$ cat src/rtl/core_ex_lsu_ctrl.sv
// EX-stage load/store controller: one outstanding memory request with
// lane alignment, load extension, exceptions, timeout and flush handling.
module core_ex_lsu_ctrl #(
    parameter int XLEN    = 64,
    parameter int ADDR_W  = 64,
    parameter int RFIDX_W = 5,
    parameter int TIMEOUT = 256
) (
    input  logic               clk,
    input  logic               rst,
    input  logic               flush,
    input  logic               valid_in,
    output logic               ready_in,
    input  logic               i_load,
    input  logic               i_store,
    input  logic [1:0]         i_size,
    input  logic               i_unsigned,
    input  logic [ADDR_W-1:0]  i_addr,
    input  logic [XLEN-1:0]    i_wdata,
    input  logic [RFIDX_W-1:0] i_rd_idx,
    output logic               mem_req_valid,
    input  logic               mem_req_ready,
    output logic [ADDR_W-1:0]  mem_req_addr,
    output logic               mem_req_wen,
    output logic [XLEN-1:0]    mem_req_wdata,
    output logic [XLEN/8-1:0]  mem_req_wmask,
    input  logic               mem_rsp_valid,
    output logic               mem_rsp_ready,
    input  logic [XLEN-1:0]    mem_rsp_rdata,
    input  logic               mem_rsp_err,
    output logic               valid_out,
    input  logic               ready_out,
    output logic [RFIDX_W-1:0] o_rd_idx,
    output logic               o_rd_wen,
    output logic [XLEN-1:0]    o_rdata,
    output logic               o_exc_misalign,
    output logic               o_exc_bus
);

    localparam int BYTES = XLEN / 8;
    localparam int OFF_W = $clog2(BYTES);
    localparam int CNT_W = (TIMEOUT > 1) ? $clog2(TIMEOUT) : 1;
    localparam int TLIM  = (TIMEOUT > 0) ? TIMEOUT - 1 : 0;
    localparam logic [CNT_W-1:0] TMAX = CNT_W'(TLIM);

    typedef enum logic [2:0] {
        IDLE,
        REQ,
        WAIT,
        DRAIN,
        DONE
    } state_t;

    state_t state, state_d;

    logic               load_q, store_q, uns_q;
    logic [1:0]         size_q;
    logic [ADDR_W-1:0]  addr_q;
    logic [XLEN-1:0]    wdata_q;
    logic [RFIDX_W-1:0] rd_q;
    logic               flushed_q, flushed_d;
    logic [CNT_W-1:0]   cnt_q, cnt_d;
    logic [XLEN-1:0]    res_rdata_q, res_rdata_d;
    logic               res_wen_q, res_wen_d;
    logic               res_mis_q, res_mis_d;
    logic               res_bus_q, res_bus_d;

    logic               accept;
    logic               mis_in;
    logic               bad_size;
    logic               tmo;
    logic [OFF_W-1:0]   off;
    logic [BYTES-1:0]   base_mask;

    function automatic logic [XLEN-1:0] ext_load(
        input logic [XLEN-1:0]  raw,
        input logic [OFF_W-1:0] o,
        input logic [1:0]       sz,
        input logic             uns
    );
        logic [XLEN-1:0] s;
        s = raw >> {o, 3'b000};
        unique case (sz)
            2'd0: ext_load = uns ? XLEN'(s[7:0]) : XLEN'($signed(s[7:0]));
            2'd1: ext_load = uns ? XLEN'(s[15:0]) : XLEN'($signed(s[15:0]));
            2'd2: ext_load = uns ? XLEN'(s[31:0]) : XLEN'($signed(s[31:0]));
            default: ext_load = s;
        endcase
    endfunction

    always_comb begin
        unique case (i_size)
            2'd0: mis_in = 1'b0;
            2'd1: mis_in = i_addr[0];
            2'd2: mis_in = |i_addr[1:0];
            default: mis_in = |i_addr[2:0];
        endcase
    end

    assign bad_size = (XLEN == 32) && (i_size == 2'd3);
    assign tmo      = (TIMEOUT != 0) && (cnt_q == TMAX);
    assign off      = addr_q[OFF_W-1:0];

    always_comb begin
        base_mask = '0;
        for (int i = 0; i < BYTES; i++) begin
            base_mask[i] = (i < (1 << size_q));
        end
    end

    always_comb begin
        state_d     = state;
        accept      = 1'b0;
        flushed_d   = flushed_q;
        cnt_d       = cnt_q;
        res_rdata_d = res_rdata_q;
        res_wen_d   = res_wen_q;
        res_mis_d   = res_mis_q;
        res_bus_d   = res_bus_q;
        unique case (state)
            IDLE: begin
                if (valid_in && !flush) begin
                    accept    = 1'b1;
                    flushed_d = 1'b0;
                    if (mis_in || bad_size || !(i_load || i_store)) begin
                        // Resolved locally: no memory request is issued
                        state_d     = DONE;
                        res_rdata_d = '0;
                        res_wen_d   = 1'b0;
                        res_mis_d   = i_load || i_store;
                        res_bus_d   = 1'b0;
                    end else begin
                        state_d = REQ;
                    end
                end
            end
            REQ: begin
                if (flush) flushed_d = 1'b1;
                if (mem_req_ready) begin
                    cnt_d   = '0;
                    state_d = (flushed_q || flush) ? DRAIN : WAIT;
                end
            end
            WAIT: begin
                cnt_d = cnt_q + 1'b1;
                if (mem_rsp_valid) begin
                    state_d     = flush ? IDLE : DONE;
                    res_bus_d   = mem_rsp_err;
                    res_mis_d   = 1'b0;
                    res_wen_d   = load_q && (rd_q != '0) && !mem_rsp_err;
                    res_rdata_d = (load_q && !mem_rsp_err)
                                ? ext_load(mem_rsp_rdata, off, size_q, uns_q)
                                : '0;
                end else if (tmo) begin
                    state_d     = flush ? IDLE : DONE;
                    res_bus_d   = 1'b1;
                    res_mis_d   = 1'b0;
                    res_wen_d   = 1'b0;
                    res_rdata_d = '0;
                end else if (flush) begin
                    state_d = DRAIN;
                end
            end
            DRAIN: begin
                cnt_d = cnt_q + 1'b1;
                if (mem_rsp_valid || tmo) state_d = IDLE;
            end
            DONE: begin
                // Flush and ready_out both return to IDLE; flush just drops the result
                if (flush || ready_out) state_d = IDLE;
            end
            default: state_d = IDLE;
        endcase
    end

    always_ff @(posedge clk or posedge rst) begin
        if (rst) begin
            state       <= IDLE;
            load_q      <= 1'b0;
            store_q     <= 1'b0;
            uns_q       <= 1'b0;
            size_q      <= '0;
            addr_q      <= '0;
            wdata_q     <= '0;
            rd_q        <= '0;
            flushed_q   <= 1'b0;
            cnt_q       <= '0;
            res_rdata_q <= '0;
            res_wen_q   <= 1'b0;
            res_mis_q   <= 1'b0;
            res_bus_q   <= 1'b0;
        end else begin
            state       <= state_d;
            flushed_q   <= flushed_d;
            cnt_q       <= cnt_d;
            res_rdata_q <= res_rdata_d;
            res_wen_q   <= res_wen_d;
            res_mis_q   <= res_mis_d;
            res_bus_q   <= res_bus_d;
            if (accept) begin
                load_q  <= i_load;
                store_q <= i_store;
                uns_q   <= i_unsigned;
                size_q  <= i_size;
                addr_q  <= i_addr;
                wdata_q <= i_wdata;
                rd_q    <= i_rd_idx;
            end
        end
    end

    assign ready_in       = (state == IDLE) && !flush;
    assign mem_req_valid  = (state == REQ);
    assign mem_req_addr   = {addr_q[ADDR_W-1:OFF_W], {OFF_W{1'b0}}};
    assign mem_req_wen    = store_q;
    assign mem_req_wdata  = store_q ? (wdata_q << {off, 3'b000}) : '0;
    assign mem_req_wmask  = store_q ? (base_mask << off) : '0;
    assign mem_rsp_ready  = (state == IDLE) || (state == WAIT) || (state == DRAIN);
    assign valid_out      = (state == DONE);
    assign o_rd_idx       = rd_q;
    assign o_rd_wen       = res_wen_q;
    assign o_rdata        = res_rdata_q;
    assign o_exc_misalign = res_mis_q;
    assign o_exc_bus      = res_bus_q;

endmodule
$ cat config.mk
export PLATFORM = sky130hd
export DESIGN_NAME = core_ex_lsu_ctrl
export DESIGN_NICKNAME = d
export VERILOG_FILES = /design/src/rtl/core_ex_lsu_ctrl.sv
export SDC_FILE = /design/constraint.sdc
export NUM_CORES = 1
export LEC_CHECK = 0
export ABC_CLOCK_PERIOD_IN_PS = 16200
export BUFFER_PORTS_ARGS = -buffer_cell sky130_fd_sc_hd__buf_2
export CELL_PAD_IN_SITES_DETAIL_PLACEMENT = 1
export CELL_PAD_IN_SITES_GLOBAL_PLACEMENT = 2
export CORE_ASPECT_RATIO = 1.75
export CORE_MARGIN = 2
export CORE_UTILIZATION = 33
export DETAILED_ROUTE_END_ITERATION = 7
export PLACE_DENSITY = 0.95
export SLEW_MARGIN = 5
export SYNTH_ARGS = -nofsm -noshare
export SYNTH_HDL_FRONTEND = slang
export SYNTH_SLANG_ARGS = --single-unit
$ cat constraint.sdc
create_clock -name clk -period 16.2 [get_ports clk]
set_clock_uncertainty 0.1 [all_clocks]
set_input_delay 0 -clock clk [delete_from_list [all_inputs] [get_ports clk]]
set_output_delay 0 -clock clk [all_outputs]
set_load 0.005 [all_outputs]
== Word-level counts from Yosys, hierarchy flattened ==
Cells that the tools add are included.

* Output and inout bits: 213
* Bits in registers: 217
* Word-level logic and storage cells: 116
* Input bits: 210

* $lt $le $gt $ge: 8
* Shifts and indexed selects: 4
* Equal/unequal tests: 17
* Multiplexer cells: 43
* Add/sub/neg operators: 1
* Reductions and logical operators: 29

{| class="wikitable"
|+ Operator list
! kind !! count
|-
| 2-to-1 mux 64 bit || 9
|-
| case mux 64 bit (3 select lines) || 1
|-
| less-than comparator 4 x 32 -> 1 bit (first input constant) || 4
|-
| case mux 64 bit (2 select lines) || 1
|-
| less-than comparator 3 x 32 -> 1 bit (first input constant) || 2
|-
| left shift 64 x 6 -> 64 bit || 1
|-
| >> shifter 64 x 6 -> 64 bit || 1
|-
| less-than comparator 1 x 32 -> 1 bit (first input constant) || 1
|-
| less-than comparator 2 x 32 -> 1 bit (first input constant) || 1
|-
| left shift 1 x 2 -> 32 bit (first input constant) || 1
|-
| 2-to-1 mux 3 bit || 9
|-
| 2-to-1 mux 8 bit || 2
|-
| case mux 8 bit (2 select lines) || 1
|-
| case mux 3 bit (5 select lines) || 1
|-
| 2-to-1 mux 1 bit || 14
|-
| adder 8 x 1 -> 8 bit (second input constant) || 1
|-
| equality test 8 bit (second input constant) || 1
|-
| != test 2 bit (second input constant) || 4
|-
| case mux 1 bit (2 select lines) || 4
|-
| left shift 8 x 3 -> 8 bit || 1
|-
| logical OR 1 bit || 7
|-
| equality test 3 x 2 -> 1 bit (second input constant) || 2
|-
| nonzero test 2 bit || 3
|-
| logical AND 1 bit || 5
|-
| other kinds (18) || 25
|}

== Depth between registers and ports, before layout ==
* Depth in word-level cells: 6
* Mapped depth: 9
* Mapped depth without buffers: 6

== Worst setup path before layout ==
No wires, ideal clock.

* Path kind: reg-to-reg
* Start point: register addr_q[1]
* End point: register res_rdata_q[16], in the netlist o_rdata[16]
* Arrival time: 1.736 ns
* Stages on the path, launching flop included: 9
* Period minus slack after synthesis: 1.964 ns
* Path slack: 14.236 ns
* Buffers on the path: 3
* Data required time: 15.972 ns
* Library setup time: 0.128 ns
* Cell sequence: dfrtp_1 -> buf_6 -> mux2_4 -> o22ai_4 -> nor4bb_4 -> buf_6 -> a32oi_4 -> buf_6 -> o211ai_2

* Cells in the longest elaborated chain, start to end: 6
* Elaborated cells on any way between the ends: 8
* Classes of those cells: shift: 1; mux: 7

{| class="wikitable"
|+ RTL lines
! element !! RTL line !! RTL
|-
| start: declaration || 58 || <nowiki>logic [ADDR_W-1:0] addr_q;</nowiki>
|-
| start signal: assignment || 205 || <nowiki>addr_q <= i_addr;</nowiki>
|-
| >> shifter 64 x 6 -> 64 bit (*) || 82 || <nowiki>s = raw >> {o, 3'b000};</nowiki>
|-
| 2-to-1 mux 64 bit, on equally long branches || 86, 84, 85 ||
|-
| case mux 64 bit (3 select lines) (*) || 83 || <nowiki>unique case (sz)</nowiki>
|-
| 2-to-1 mux 64 bit (*) || 152 || <nowiki>? ext_load(mem_rsp_rdata, off, size_q, uns_q)</nowiki>
|-
| 2-to-1 mux 64 bit (*) || 146 || <nowiki>if (mem_rsp_valid) begin</nowiki>
|-
| case mux 64 bit (2 select lines) (*) || 120 || <nowiki>unique case (state)</nowiki>
|-
| end signal: assignment || 196 || <nowiki>res_rdata_q <= res_rdata_d;</nowiki>
|-
| end: declaration || 63 || <nowiki>logic [XLEN-1:0] res_rdata_q, res_rdata_d;</nowiki>
|}

Every way passes the cells marked *; elsewhere a longest branch is shown, timed or not.
A chain may end at the register's enable or synchronous reset.

== Worst setup path in the final report ==
* Start point: register addr_q[1]
* End point: register res_rdata_q[6], in the netlist o_rdata[6]

Same word-level chain as after synthesis.

==> summary.md <==
| Metric | Value |
|---|---|
| RSZ-0062 raised after global routing | false |
| DPL Wire Length | 41.48 mm |
| Leakage Power | 0.009324 uW |
| Postcts setup bufs | 0 |
| Register area share after synthesis | 40.34% |
| Post-route cell area | 0.01854 mm^2 |
| Min-Delay Path Class | input port to register |
| Max VDD drop | 109.1 uV |
| Met2 usage | 53.99% |
| Slew Viols, Final | 0 |
| Number of vias per cell | 5.459 |
| Netlist cell types | 67 |
| Final net count | 2206 |
| Clock latency on the worst-skew pair | 0.53 ns |
| Syn Inst Count | 1477 |
| Clk sinks | 217 |
| Vias in the first global route | 15591 |
| CORE AREA | 0.04017 mm^2 |
| Synthesis-stage register bit count | 217 |
| Initial Utilization | 33.51% |
| Register area | 0.005441 mm^2 |
| MaxCap Viol Count | 0 |
| CTS clk-pin slew, worst paths | 0.06 ns |
| Final Hold Viols | 0 |
| Port buffer count | 419 |
| Initial DRC count | 768 |
| Reg2reg setup slack | 12.21 ns |
| Worst slew margin | 16.17% |
| GR Util met3 | 5.125% |
| Area delta synth->final | 37.73% |
| Multi-input logic area | 0.006964 mm^2 |
| First-pass DRT Iterations | 5 |
| Most common cell after layout, fill and taps aside | nand2_1 |
| H-tree levels | 1 |
| WS Path Type | register to register |
| Final TNS setup | 0 ns |
| GR Overflow Total | 0 |
| Tmin final | 3.994 ns |
| CTS Root Cell | clkbuf_16 |
| Startpoint Class | register |
| TritonCTS clock tree | done |
| Crit Path Max Fanout | 53 |
| Status | completed |
| CP Data Required Time | 16.55 ns |
| Die Y | 271.2 um |
| Die ar. | 0.04248 mm^2 |
| Slew of the pin with the lowest slew margin | 1.253 ns |
| Synthesized area | 0.01346 mm^2 |
| Drt total wl | 62.50 mm |
| Fin crit share | 24.66% |
| Mean Syn Cell Area | 9.113 um^2 |
| CTS resizes | 0 |
| Most used flip-flop cell after synthesis | dfrtp_1 |
| GRT Max-Usage Layer | met2 |
| DIE WIDTH | 156.7 um |
| Final-report setup violation count | 0 |
| ANT nets after route | 0 |
| Layout cells sized above 1 | 29.35% |
| Rows | 97 |
| Pin count of the biggest net entering global routing | 104 |
| Crit. End Element | register |
| DP Area | 0.01533 mm^2 |
| CTS Buf Count | 24 |
| GRT Util Overall | 29.18% |
| DRC violations left | 0 |
| Synth warn | 0 |
| CP arrival | 4.35 ns |
| DR vias | 13980 |
| Wirelength per Cell | 24.40 um |
| # IOs | 423 |
| Fmax | 0.2504 GHz |
| Global-route wire length before repair | 94.48 mm |
| Power per cell area | 185.9 mW/mm^2 |
| Final Wtd Congestion | 0.8889 |
| Most frequent cells in the layout | nand2_1 (501), buf_2 (419), dlygate4sd3_1 (235) |
| Initial antenna violation count | 7 |
| FFs w/ async S/R, synth | 100.0% |
| Number of enable flip-flop cells after synthesis | 0 |
| Met1 Use GR | 28.87% |
| Fillcell total | 4665 |
| Hold_buf cts | 235 |
| CTS Buffer Depth | 3 |
| Tightest hold margin | 0.01469 ns |
cell usage after synthesis, types with 10 or more instances:
library cell	n	area, um^2
clkbuf_1	37	138.9
mux2_2	27	304.0
o211ai_1	14	105.1
a211oi_1	13	97.59
a22oi_1	22	165.2
dfrtp_1	217	5430
nor2_1	56	210.2
buf_4	76	570.6
nor2b_1	40	250.2
a21o_1	10	75.07
buf_2	57	285.3
a21oi_1	37	185.2
and3_1	11	68.82
nand2_1	502	1884
mux4_2	51	1149
o31ai_1	10	75.07
and2_1	25	156.4
o21ai_0	57	285.3
mux2i_1	68	680.7
a32oi_1	32	280.3
cell type report:
type,count,share of cell area [%]
Tap cell,544,3.671
Clock buffer,32,3.840
Inverter,6,0.1620
Timing Repair Buffer,670,24.65
Sequential cell,217,29.35
Multi-Input combinational cell,1076,37.57
Antenna cell,7,0.09449
Clock inverter,9,0.6682
stage by stage:
step / setup WS [ns] / util (%) / total power [uW] / cells
floorplan: 10.16 / - / 2093 / 1479
global placement: 12.75 / 38.17 / 2602 / 2278
detailed placement: 12.59 / 38.17 / 2660 / 2278
CTS: 12.19 / 46.11 / 3404 / 2554
global route: 11.98 / 46.15 / 3640 / 2561
finish: 12.21 / 46.15 / 3447 / 2561
power by group:
| part | internal [uW] | leakage (uW) | switching [uW] |
|---|---|---|---|
| clock network | 354 | 0.000419 | 246 |
| registers | 749 | 0.00280 | 296 |
| logic | 808 | 0.00611 | 994 |
layer usage:
layer	wire [um]	share of wire (%)
met5	0	0
met4	5115	8.2
met3	4010	6.4
met2	33140	53
met1	20230	32
critical path: stages, from the launching register on:
cell	delay [ns]
dfrtp_4	0.56
buf_4	0.64
buf_4	0.68
mux2i_1	0.15
dlygate4sd3_1	0.58
mux4_2	0.45
dlygate4sd3_1	0.57
o21ai_0	0.15
sequential cells by signal, indices dropped and copies added (netlist names), 2 cells and up:
name      flops
cnt_q         8
o_rdata      64
size_q        2
addr_q       64
o_rd_idx      5
state         3
wdata_q      64
cells by family after synthesis:
logic type | share of synthesized area [%]
adder cells (fa/ha/maj) | 0.09294
AND/OR/NAND/NOR | 21.17
XOR/XNOR | 0.1952
multiplexers | 16.18
flip-flops | 40.34
other | 0.02786
AO/OA/AOI/OAI | 13.92
buffers and inverters | 8.068
worst paths after layout:
path / from / to / cells past startpoint
max in group asynchronous: rst / addr_q[37]$_DFFE_PP0P_ / 4
worst min-delay path: mem_rsp_rdata[54] / o_rdata[38]$_DFFE_PP0P_ / 5
min in group asynchronous: rst / addr_q[58]$_DFFE_PP0P_ / 3
worst max-delay path: addr_q[1]$_DFFE_PP0P_ / o_rdata[6]$_DFFE_PP0P_ / 7
worst max register to register: addr_q[1]$_DFFE_PP0P_ / o_rdata[6]$_DFFE_PP0P_ / 7
worst min register to register: addr_q[3]$_DFFE_PP0P_ / addr_q[3]$_DFFE_PP0P_ / 2
Power figures use the tool's default switching activity.
